## config.mk

```make
export PLATFORM = sky130hd
export DESIGN_NAME = operand_fetch_stage
export DESIGN_NICKNAME = d
export VERILOG_FILES = /design/src/rtl/operand_fetch_stage.sv
export SDC_FILE = /design/constraint.sdc
export NUM_CORES = 2
export LEC_CHECK = 0
export ABC_AREA = 0
export CORE_UTILIZATION = 63
export CTS_BUF_LIST = sky130_fd_sc_hd__clkbuf_8
export DETAILED_ROUTE_END_ITERATION = 8
export PLACE_DENSITY_LB_ADDON = 0.08
export SKIP_CTS_REPAIR_TIMING = 1
export SLEW_MARGIN = 0
export SYNTH_ARGS = -nofsm -noshare
export SYNTH_HDL_FRONTEND = slang
export SYNTH_SLANG_ARGS = --single-unit
```

## constraint.sdc

```tcl
create_clock -name clk -period 3 [get_ports clk]
set_input_delay 0.75 -clock clk [delete_from_list [all_inputs] [get_ports clk]]
set_output_delay 0.75 -clock clk [all_outputs]
set_load 0.01 [all_outputs]
```

## src/rtl/operand_fetch_stage.sv

```systemverilog
// Operand-fetch stage: IF/OF and OF/EX registers, integer register file,
// field/immediate decode and the forwarding operand mux feeding execute.
module operand_fetch_stage #(
  parameter logic [31:0] NOP_INSTR = 32'h0000_0013,
  parameter bit          WB_BYPASS = 1'b1
) (
  input  logic        clk,
  input  logic        resetn,
  input  logic        if_valid,
  input  logic [31:0] if_instr,
  input  logic [31:0] if_pc,
  input  logic        flush,
  input  logic        stall_ifof,
  input  logic        stall_ofex,
  input  logic        fwd_rs1_enable,
  input  logic [31:0] fwd_rs1_data,
  input  logic        fwd_rs2_enable,
  input  logic [31:0] fwd_rs2_data,
  input  logic        wb_enable,
  input  logic [4:0]  wb_addr,
  input  logic [31:0] wb_data,
  output logic        of_valid_opcode,
  output logic [4:0]  of_rs1_sel,
  output logic [4:0]  of_rs2_sel,
  output logic        ex_valid,
  output logic        ex_valid_opcode,
  output logic [31:0] ex_pc,
  output logic [31:0] ex_instr,
  output logic [4:0]  ex_rd,
  output logic [4:0]  ex_rs1,
  output logic [4:0]  ex_rs2,
  output logic [31:0] ex_imm,
  output logic [31:0] ex_rs1_data,
  output logic [31:0] ex_rs2_data
);

  localparam logic [6:0] OP_LUI    = 7'b0110111;
  localparam logic [6:0] OP_AUIPC  = 7'b0010111;
  localparam logic [6:0] OP_JAL    = 7'b1101111;
  localparam logic [6:0] OP_JALR   = 7'b1100111;
  localparam logic [6:0] OP_BRANCH = 7'b1100011;
  localparam logic [6:0] OP_LOAD   = 7'b0000011;
  localparam logic [6:0] OP_STORE  = 7'b0100011;
  localparam logic [6:0] OP_IMM    = 7'b0010011;
  localparam logic [6:0] OP_OP     = 7'b0110011;
  localparam logic [6:0] OP_MISC   = 7'b0001111;
  localparam logic [6:0] OP_SYSTEM = 7'b1110011;

  // IF/OF register
  logic        ifof_valid_q, ifof_valid_d;
  logic [31:0] ifof_instr_q, ifof_instr_d;
  logic [31:0] ifof_pc_q,    ifof_pc_d;

  always_comb begin
    ifof_valid_d = ifof_valid_q;
    ifof_instr_d = ifof_instr_q;
    ifof_pc_d    = ifof_pc_q;
    if (flush) begin
      ifof_valid_d = 1'b0;
      ifof_instr_d = NOP_INSTR;
      ifof_pc_d    = 32'd0;
    end else if (!stall_ifof) begin
      ifof_valid_d = if_valid;
      ifof_instr_d = if_instr;
      ifof_pc_d    = if_pc;
    end
  end

  always_ff @(posedge clk or negedge resetn) begin
    if (!resetn) begin
      ifof_valid_q <= 1'b0;
      ifof_instr_q <= NOP_INSTR;
      ifof_pc_q    <= 32'd0;
    end else begin
      ifof_valid_q <= ifof_valid_d;
      ifof_instr_q <= ifof_instr_d;
      ifof_pc_q    <= ifof_pc_d;
    end
  end

  // Decode of the OF slot
  logic [31:0] ins;
  logic        dec_recog, dec_use1, dec_use2, dec_wrd;
  logic [31:0] dec_imm;
  logic [4:0]  of_rd;

  assign ins = ifof_instr_q;

  always_comb begin
    dec_recog = 1'b1;
    dec_use1  = 1'b0;
    dec_use2  = 1'b0;
    dec_wrd   = 1'b0;
    dec_imm   = 32'd0;
    case (ins[6:0])
      OP_LUI, OP_AUIPC: begin
        dec_wrd = 1'b1;
        dec_imm = {ins[31:12], 12'd0};
      end
      OP_JAL: begin
        dec_wrd = 1'b1;
        dec_imm = {{12{ins[31]}}, ins[19:12], ins[20], ins[30:21], 1'b0};
      end
      OP_JALR, OP_LOAD, OP_IMM: begin
        dec_use1 = 1'b1;
        dec_wrd  = 1'b1;
        dec_imm  = {{20{ins[31]}}, ins[31:20]};
      end
      OP_BRANCH: begin
        dec_use1 = 1'b1;
        dec_use2 = 1'b1;
        dec_imm  = {{20{ins[31]}}, ins[7], ins[30:25], ins[11:8], 1'b0};
      end
      OP_STORE: begin
        dec_use1 = 1'b1;
        dec_use2 = 1'b1;
        dec_imm  = {{20{ins[31]}}, ins[31:25], ins[11:7]};
      end
      OP_OP: begin
        dec_use1 = 1'b1;
        dec_use2 = 1'b1;
        dec_wrd  = 1'b1;
      end
      OP_MISC, OP_SYSTEM: ;
      default: dec_recog = 1'b0;
    endcase
  end

  // Invalid slots present no sources so dependency control never stalls on them
  assign of_valid_opcode = ifof_valid_q && dec_recog;
  assign of_rs1_sel      = (ifof_valid_q && dec_use1) ? ins[19:15] : 5'd0;
  assign of_rs2_sel      = (ifof_valid_q && dec_use2) ? ins[24:20] : 5'd0;
  assign of_rd           = (ifof_valid_q && dec_wrd)  ? ins[11:7]  : 5'd0;

  // Register file
  logic [31:0][31:0] rf_q, rf_d;
  logic [31:0]       rd1_data, rd2_data;

  always_comb begin
    rf_d = rf_q;
    if (wb_enable && wb_addr != 5'd0) rf_d[wb_addr] = wb_data;
  end

  always_ff @(posedge clk or negedge resetn) begin
    if (!resetn) rf_q <= '0;
    else         rf_q <= rf_d;
  end

  always_comb begin
    rd1_data = rf_q[of_rs1_sel];
    rd2_data = rf_q[of_rs2_sel];
    if (WB_BYPASS && wb_enable && wb_addr == of_rs1_sel) rd1_data = wb_data;
    if (WB_BYPASS && wb_enable && wb_addr == of_rs2_sel) rd2_data = wb_data;
    if (of_rs1_sel == 5'd0) rd1_data = 32'd0;
    if (of_rs2_sel == 5'd0) rd2_data = 32'd0;
  end

  // OF/EX register
  logic        ex_valid_q, ex_valid_d;
  logic        ex_vop_q,   ex_vop_d;
  logic [31:0] ex_pc_q,    ex_pc_d;
  logic [31:0] ex_instr_q, ex_instr_d;
  logic [4:0]  ex_rd_q,    ex_rd_d;
  logic [4:0]  ex_rs1_q,   ex_rs1_d;
  logic [4:0]  ex_rs2_q,   ex_rs2_d;
  logic [31:0] ex_imm_q,   ex_imm_d;
  logic [31:0] ex_d1_q,    ex_d1_d;
  logic [31:0] ex_d2_q,    ex_d2_d;

  always_comb begin
    ex_valid_d = ex_valid_q;
    ex_vop_d   = ex_vop_q;
    ex_pc_d    = ex_pc_q;
    ex_instr_d = ex_instr_q;
    ex_rd_d    = ex_rd_q;
    ex_rs1_d   = ex_rs1_q;
    ex_rs2_d   = ex_rs2_q;
    ex_imm_d   = ex_imm_q;
    ex_d1_d    = ex_d1_q;
    ex_d2_d    = ex_d2_q;
    if (!flush && stall_ofex) begin
      // Held instruction keeps its operands current with retiring writes
      if (ex_valid_q && wb_enable && wb_addr != 5'd0) begin
        if (wb_addr == ex_rs1_q) ex_d1_d = wb_data;
        if (wb_addr == ex_rs2_q) ex_d2_d = wb_data;
      end
    end else if (flush || stall_ifof || !ifof_valid_q) begin
      ex_valid_d = 1'b0;
      ex_vop_d   = 1'b0;
      ex_pc_d    = 32'd0;
      ex_instr_d = NOP_INSTR;
      ex_rd_d    = 5'd0;
      ex_rs1_d   = 5'd0;
      ex_rs2_d   = 5'd0;
      ex_imm_d   = 32'd0;
      ex_d1_d    = 32'd0;
      ex_d2_d    = 32'd0;
    end else begin
      ex_valid_d = 1'b1;
      ex_vop_d   = dec_recog;
      ex_pc_d    = ifof_pc_q;
      ex_instr_d = ifof_instr_q;
      ex_rd_d    = of_rd;
      ex_rs1_d   = of_rs1_sel;
      ex_rs2_d   = of_rs2_sel;
      ex_imm_d   = dec_imm;
      ex_d1_d    = rd1_data;
      ex_d2_d    = rd2_data;
    end
  end

  always_ff @(posedge clk or negedge resetn) begin
    if (!resetn) begin
      ex_valid_q <= 1'b0;
      ex_vop_q   <= 1'b0;
      ex_pc_q    <= 32'd0;
      ex_instr_q <= NOP_INSTR;
      ex_rd_q    <= 5'd0;
      ex_rs1_q   <= 5'd0;
      ex_rs2_q   <= 5'd0;
      ex_imm_q   <= 32'd0;
      ex_d1_q    <= 32'd0;
      ex_d2_q    <= 32'd0;
    end else begin
      ex_valid_q <= ex_valid_d;
      ex_vop_q   <= ex_vop_d;
      ex_pc_q    <= ex_pc_d;
      ex_instr_q <= ex_instr_d;
      ex_rd_q    <= ex_rd_d;
      ex_rs1_q   <= ex_rs1_d;
      ex_rs2_q   <= ex_rs2_d;
      ex_imm_q   <= ex_imm_d;
      ex_d1_q    <= ex_d1_d;
      ex_d2_q    <= ex_d2_d;
    end
  end

  assign ex_valid        = ex_valid_q;
  assign ex_valid_opcode = ex_vop_q;
  assign ex_pc           = ex_pc_q;
  assign ex_instr        = ex_instr_q;
  assign ex_rd           = ex_rd_q;
  assign ex_rs1          = ex_rs1_q;
  assign ex_rs2          = ex_rs2_q;
  assign ex_imm          = ex_imm_q;

  // x0 sources stay zero even if dependency control raises a forward
  assign ex_rs1_data = (ex_rs1_q == 5'd0) ? 32'd0 : (fwd_rs1_enable ? fwd_rs1_data : ex_d1_q);
  assign ex_rs2_data = (ex_rs2_q == 5'd0) ? 32'd0 : (fwd_rs2_enable ? fwd_rs2_data : ex_d2_q);

endmodule

```

=== After elaboration in Yosys (flattened, before gate mapping) ===
Cells that the tools add are included.

* $lt $le $gt $ge: 4
* Eq/ne operators: 19
* Muxes and demuxes: 45
* Reductions and logical operators: 28

{| class="wikitable"
|+ Operators by type and width
! cell !! number
|-
| $bwmux 1024 || 1
|-
| $mux 32 || 26
|-
| $bmux 32 s5 || 2
|-
| $demux 32 s5 || 1
|-
| $pmux 32 s5 || 1
|-
| $mux 5 || 6
|-
| $eq 7x7->1 const B || 4
|-
| $eq 7x6->1 const B || 3
|-
| $eq 5x5->1 || 4
|-
| $logic_not 5->1 || 4
|-
| $lt 5x6->1 const B || 3
|-
| $eq 7x5->1 const B || 2
|-
| $logic_and 1x1->1 || 11
|-
| $reduce_or 11->1 || 1
|-
| $mux 1 || 8
|-
| $eq 7x2->1 const B || 1
|-
| $eq 7x4->1 const B || 1
|-
| $reduce_or 7->1 || 1
|-
| $ne 2x1->1 const B || 3
|-
| $reduce_or 3->1 || 2
|-
| $reduce_or 6->1 || 1
|-
| $ge 5x1->1 const B || 1
|-
| $reduce_bool 5->1 || 1
|-
| $reduce_and 2->1 || 2
|-
| other kinds (4) || 6
|}

* Bits in registers: 1266
* Input bits: 174
* Output and inout port bits: 188
* Word-level logic and storage cells: 141

=== Depth between registers and ports, before layout ===
* Depth in word-level cells: 11
* Mapped depth: 14
* Depth with buffers taken out: 10

=== Least setup slack after synthesis ===
OpenSTA, ideal clock, no wires.

* Path type: input -> register
* Start: in wb_addr[4]
* End: reg ex_d1_q[30]
* Arrival: 2775 ps
* Data required time: 2874 ps
* Slack: 99 ps
* Stages: 10
* Buffers on the path: 3
* Cell sequence: buf_2 -> or4_1 -> o211ai_1 -> nor4_1 -> a31oi_2 -> inv_1 -> and2_1 -> buf_4 -> buf_6 -> a221o_1

* Cells in the longest elaborated chain, start to end: 6
* Elaborated cells on any way between the ends: 12
* Those cells by class: 4 x eq/ne; 4 x mux; 4 x reduce/logical

{| class="wikitable"
|+ RTL lines
! element !! line !! text
|-
| start, declared || 20 || <nowiki>input logic [4:0] wb_addr,</nowiki>
|-
| $eq 5x5->1 || 152 || <nowiki>if (WB_BYPASS && wb_enable && wb_addr == of_rs1_sel) rd1_data = wb_data;</nowiki>
|-
| $logic_and 1x1->1 || 152 ||
|-
| $mux 32 || 152 ||
|-
| $mux 32 || 154 || <nowiki>if (of_rs1_sel == 5'd0) rd1_data = 32'd0;</nowiki>
|-
| $mux 32 || 187 || <nowiki>end else if (flush || stall_ifof || !ifof_valid_q) begin</nowiki>
|-
| $mux 32 || 181 || <nowiki>if (!flush && stall_ofex) begin</nowiki>
|-
| end signal, assigned || 222 || <nowiki>ex_d1_q <= 32'd0;</nowiki>
|-
| end signal, assigned || 233 || <nowiki>ex_d1_q <= ex_d1_d;</nowiki>
|-
| end, declared || 167 || <nowiki>logic [31:0] ex_d1_q, ex_d1_d;</nowiki>
|}

Parallel ways exist; a longest one is shown, timed or not.
A chain may end at the register's enable or synchronous reset.

=== Worst setup path in the final report ===
* Start: reg ex_rs1_q[3] (netlist: ex_rs1[3])
* End: out ex_rs1_data[19]

* Cells in the longest elaborated chain, start to end: 2

{| class="wikitable"
|+ RTL lines
! element !! line !! text
|-
| start, declared || 164 || <nowiki>logic [4:0] ex_rs1_q, ex_rs1_d;</nowiki>
|-
| start signal, assigned || 230 || <nowiki>ex_rs1_q <= ex_rs1_d;</nowiki>
|-
| $logic_not 5->1 || 248 || <nowiki>assign ex_rs1_data = (ex_rs1_q == 5'd0) ? 32'd0 : (fwd_rs1_enable ? fwd_rs1_data : ex_d1_q);</nowiki>
|-
| $mux 32 || 248 ||
|-
| end, declared || 33 || <nowiki>output logic [31:0] ex_rs1_data,</nowiki>
|}

Every way passes these cells.

==> results.cfg <==
[yosys]
yosysTopAreaCell = dfrtp_1
avgSynthCellArea_sq_um = 10.7
yosys.cell_types.count = 88
synth_cells = 6193
yosys-top-cells-area = dfrtp_1 48%, mux2_2 18%, mux2i_1 5.9%
yosys_warnings = 0
synth_ff_type = dfrtp_1
ys_ff_latch = 1266
synthArstFlopShare_pct = 100
yosysMostFrequentCell = dfrtp_1
syn-num-nets = 6367
synth-edff-count = 0
yosys-top-cells-count = 1260 x dfrtp_1, 1042 x mux2_2, 747 x nand2_1
netlist_area_sq_um = 66300
synth_seq_area_share_pct = 47.8
synth_top_area_share_pct = 47.5

[clocking]
clk_path_buf_depth = 3
cts_made_buffers = 207
clkLatencyLatePin_ns = 0.98
cts_root_buf = clkbuf_8
clk_pin_slew_ns = 0.06
clock_sinks = 1266
cts_tree = yes
cts_htree_levels = 4

[sta]
report.final.slew_viol_count = 0
slew_headroom_pct = 39.9
worst_pin_slew_ns = 0.898
fmax_ghz = 0.277
fin_skew_ns = 0.0397
fin_crit_ns = 3.60
rsz0062_at_grt = yes
finalCritPeriodShare_pct = 120
hold_viol_final = 0
finalSetupViolCount = 113
fin_ws_ns = -0.605

[setup_path]
cp.required_ns = 2.25
r2r_end = ex_d1_q[14]
crit_type = flop to output port
cp-end-kind = output port
r2r-start = ifof_instr_q[0]
critPathArrivalTime_ns = 2.85
crit_fanout = 8
crit_path_start = ex_rs1[3]
critPathCapture = ex_rs1_data[19]
ff2ff_setup_slack_ns = -0.29
reg2reg_depth = 18
startpoint_type = flop

[power]
combPwrFrac_pct = 18.0
seqPwrFrac_pct = 48.1
power_density_nw_per_um2 = 542
power_mw = 46.2
max-vdd-ir-drop_mv = 0.516
p_int_mw = 32.2
clock_power_share_pct = 33.9
p_switching_mw = 14.0
p_leak_nw = 37.2
p_sw_share_pct = 30.4

[floorplan]
ios = 362
core_region_area_sq_um = 104000
start_util_pct = 63.8
rows = 118
dieArea_sq_um = 107000
die_y_um = 326
die_w_um = 326

[run]
cap_violations = 0

[route]
num_vias = 64100
drt_pre_antenna_iters = 8
wl_per_cell_um = 36.3
wirelength_um = 311000
ant_nets = 0
viasPerCell = 7.49
drt-initial-drc-count = 11600
drcViolationCount = 0

[cells_and_area]
nNetsFinal = 7169
fin_util_pct = 82.0
nFillCells = 6211
syn_to_final_growth_pct = 28.4
final_layout_size_suffix_gt1_share_pct = 37.2
final_cells = 8558
final_area_sq_um = 85200

[place]
place_area_sq_um = 76900
io_buffers = 361
finalWeightedCongestion = 1.06
place_hpwl_um = 196000
dp.cells = 7993

[grt]
antenna_found_initial = 24
grt_pass1_vias = 60300
grt_pass1_wl_um = 422000
gr-total-overflow = 0
grt_start_max_net_pins = 111
track_usage_pct = 54.8

[hold_path]
min-delay-start = flush
hold_class = input port to flop

[outcome]
outcome = complete, but fails checks
violations = negative setup slack
metal layers:
layer	routed length, um	part of all wire, %	track usage, %	vias to the layer above
li1	-	-	-	24500
met1	103000	33	68.0	31200
met2	124000	40	75.6	6418
met3	50900	16	22.6	2024
met4	32500	10	43.1	14
met5	118	0.038	0	-
kinds of logic after synthesis:
kind of cell | after synthesis | synth area share [%]
mux | 1441 | 23.8
simple gates | 1419 | 9.21
compound gates | 1388 | 14.8
flops | 1266 | 47.8
buf+inv | 664 | 4.15
xor+xnor | 15 | 0.198
power groups by stage:
| stage | sequential [mW] | clock (mW) | combinational (mW) |
|---|---|---|---|
| 3_5_place_dp | 22.2 | 0 | 7.66 |
| 4_1_cts | 21.9 | 15.5 | 7.70 |
| 6_report | 22.2 | 15.7 | 8.31 |
| 5_1_grt | 22.4 | 16.2 | 8.76 |
| 2_1_floorplan | 21.5 | 0 | 5.17 |
| 3_3_place_gp | 22.0 | 0 | 7.38 |
worst min-delay path by stage:
| stage | endpoint | cells past startpoint |
|---|---|---|
| after floorplan | ex_d1_q[0] | 0 |
| final | ifof_instr_q[6] | 3 |
| after CTS | rf_q[753] | 1 |
| after global routing | ifof_valid_q | 3 |
| after global placement | rf_q[29] | 0 |
| after detailed placement | rf_q[9] | 0 |
worst max-delay path: stages (launching register included):
cell and delay, ns:
dfrtp_1 0.40, or4_4 0.56, nor2_4 0.23, buf_12 0.21
buf_6 0.12, clkbuf_16 0.18, nor2_2 0.06, buf_2 0.14
final cells by class:
type | instances | area (sq um) | area share [%]
flip-flops and latches | 1266 | 31700 | 37.2
repair buffers | 1233 | 13500 | 15.8
well taps | 1380 | 1730 | 2.03
diodes | 21 | 52.6 | 0.0617
inverters | 24 | 169 | 0.198
multi-input cells | 4263 | 33900 | 39.7
clock buffers | 264 | 3630 | 4.27
clock inverters | 107 | 593 | 0.696
cell usage in the layout, fill, tap and decap left out, drive strengths merged, types with 138 or more instances in the layout:
cell	n
dfrtp	1260
buf	912
clkdlybuf4s50	281
mux2	1042
nor2	320
mux2i	394
o21ai	251
nand2	752
a21oi	250
nand3	138
clkbuf	303
registers in the layout (all words and copies together), names as in the netlist, 32 cells and up:
register and cells:
ifof_pc_q 32, ex_imm 32, ex_instr 32, ex_pc 32
ifof_instr_q 32, rf_q 1024, ex_d1_q 32, ex_d2_q 32
stage by stage:
| step | setup TNS, ns | hold slack (ns) | setup slack (ns) |
|---|---|---|---|
| after global routing | -41.72 | 0.313 | -0.622 |
| final | -38.51 | 0.310 | -0.605 |
| after floorplan | 0 | 0.450 | 0.0993 |
| after global placement | -37.05 | 0.386 | -0.436 |
| after CTS | -61.62 | -0.261 | -1.22 |
| after detailed placement | -53.05 | 0.389 | -0.477 |
(Power assumes the default switching activity.)
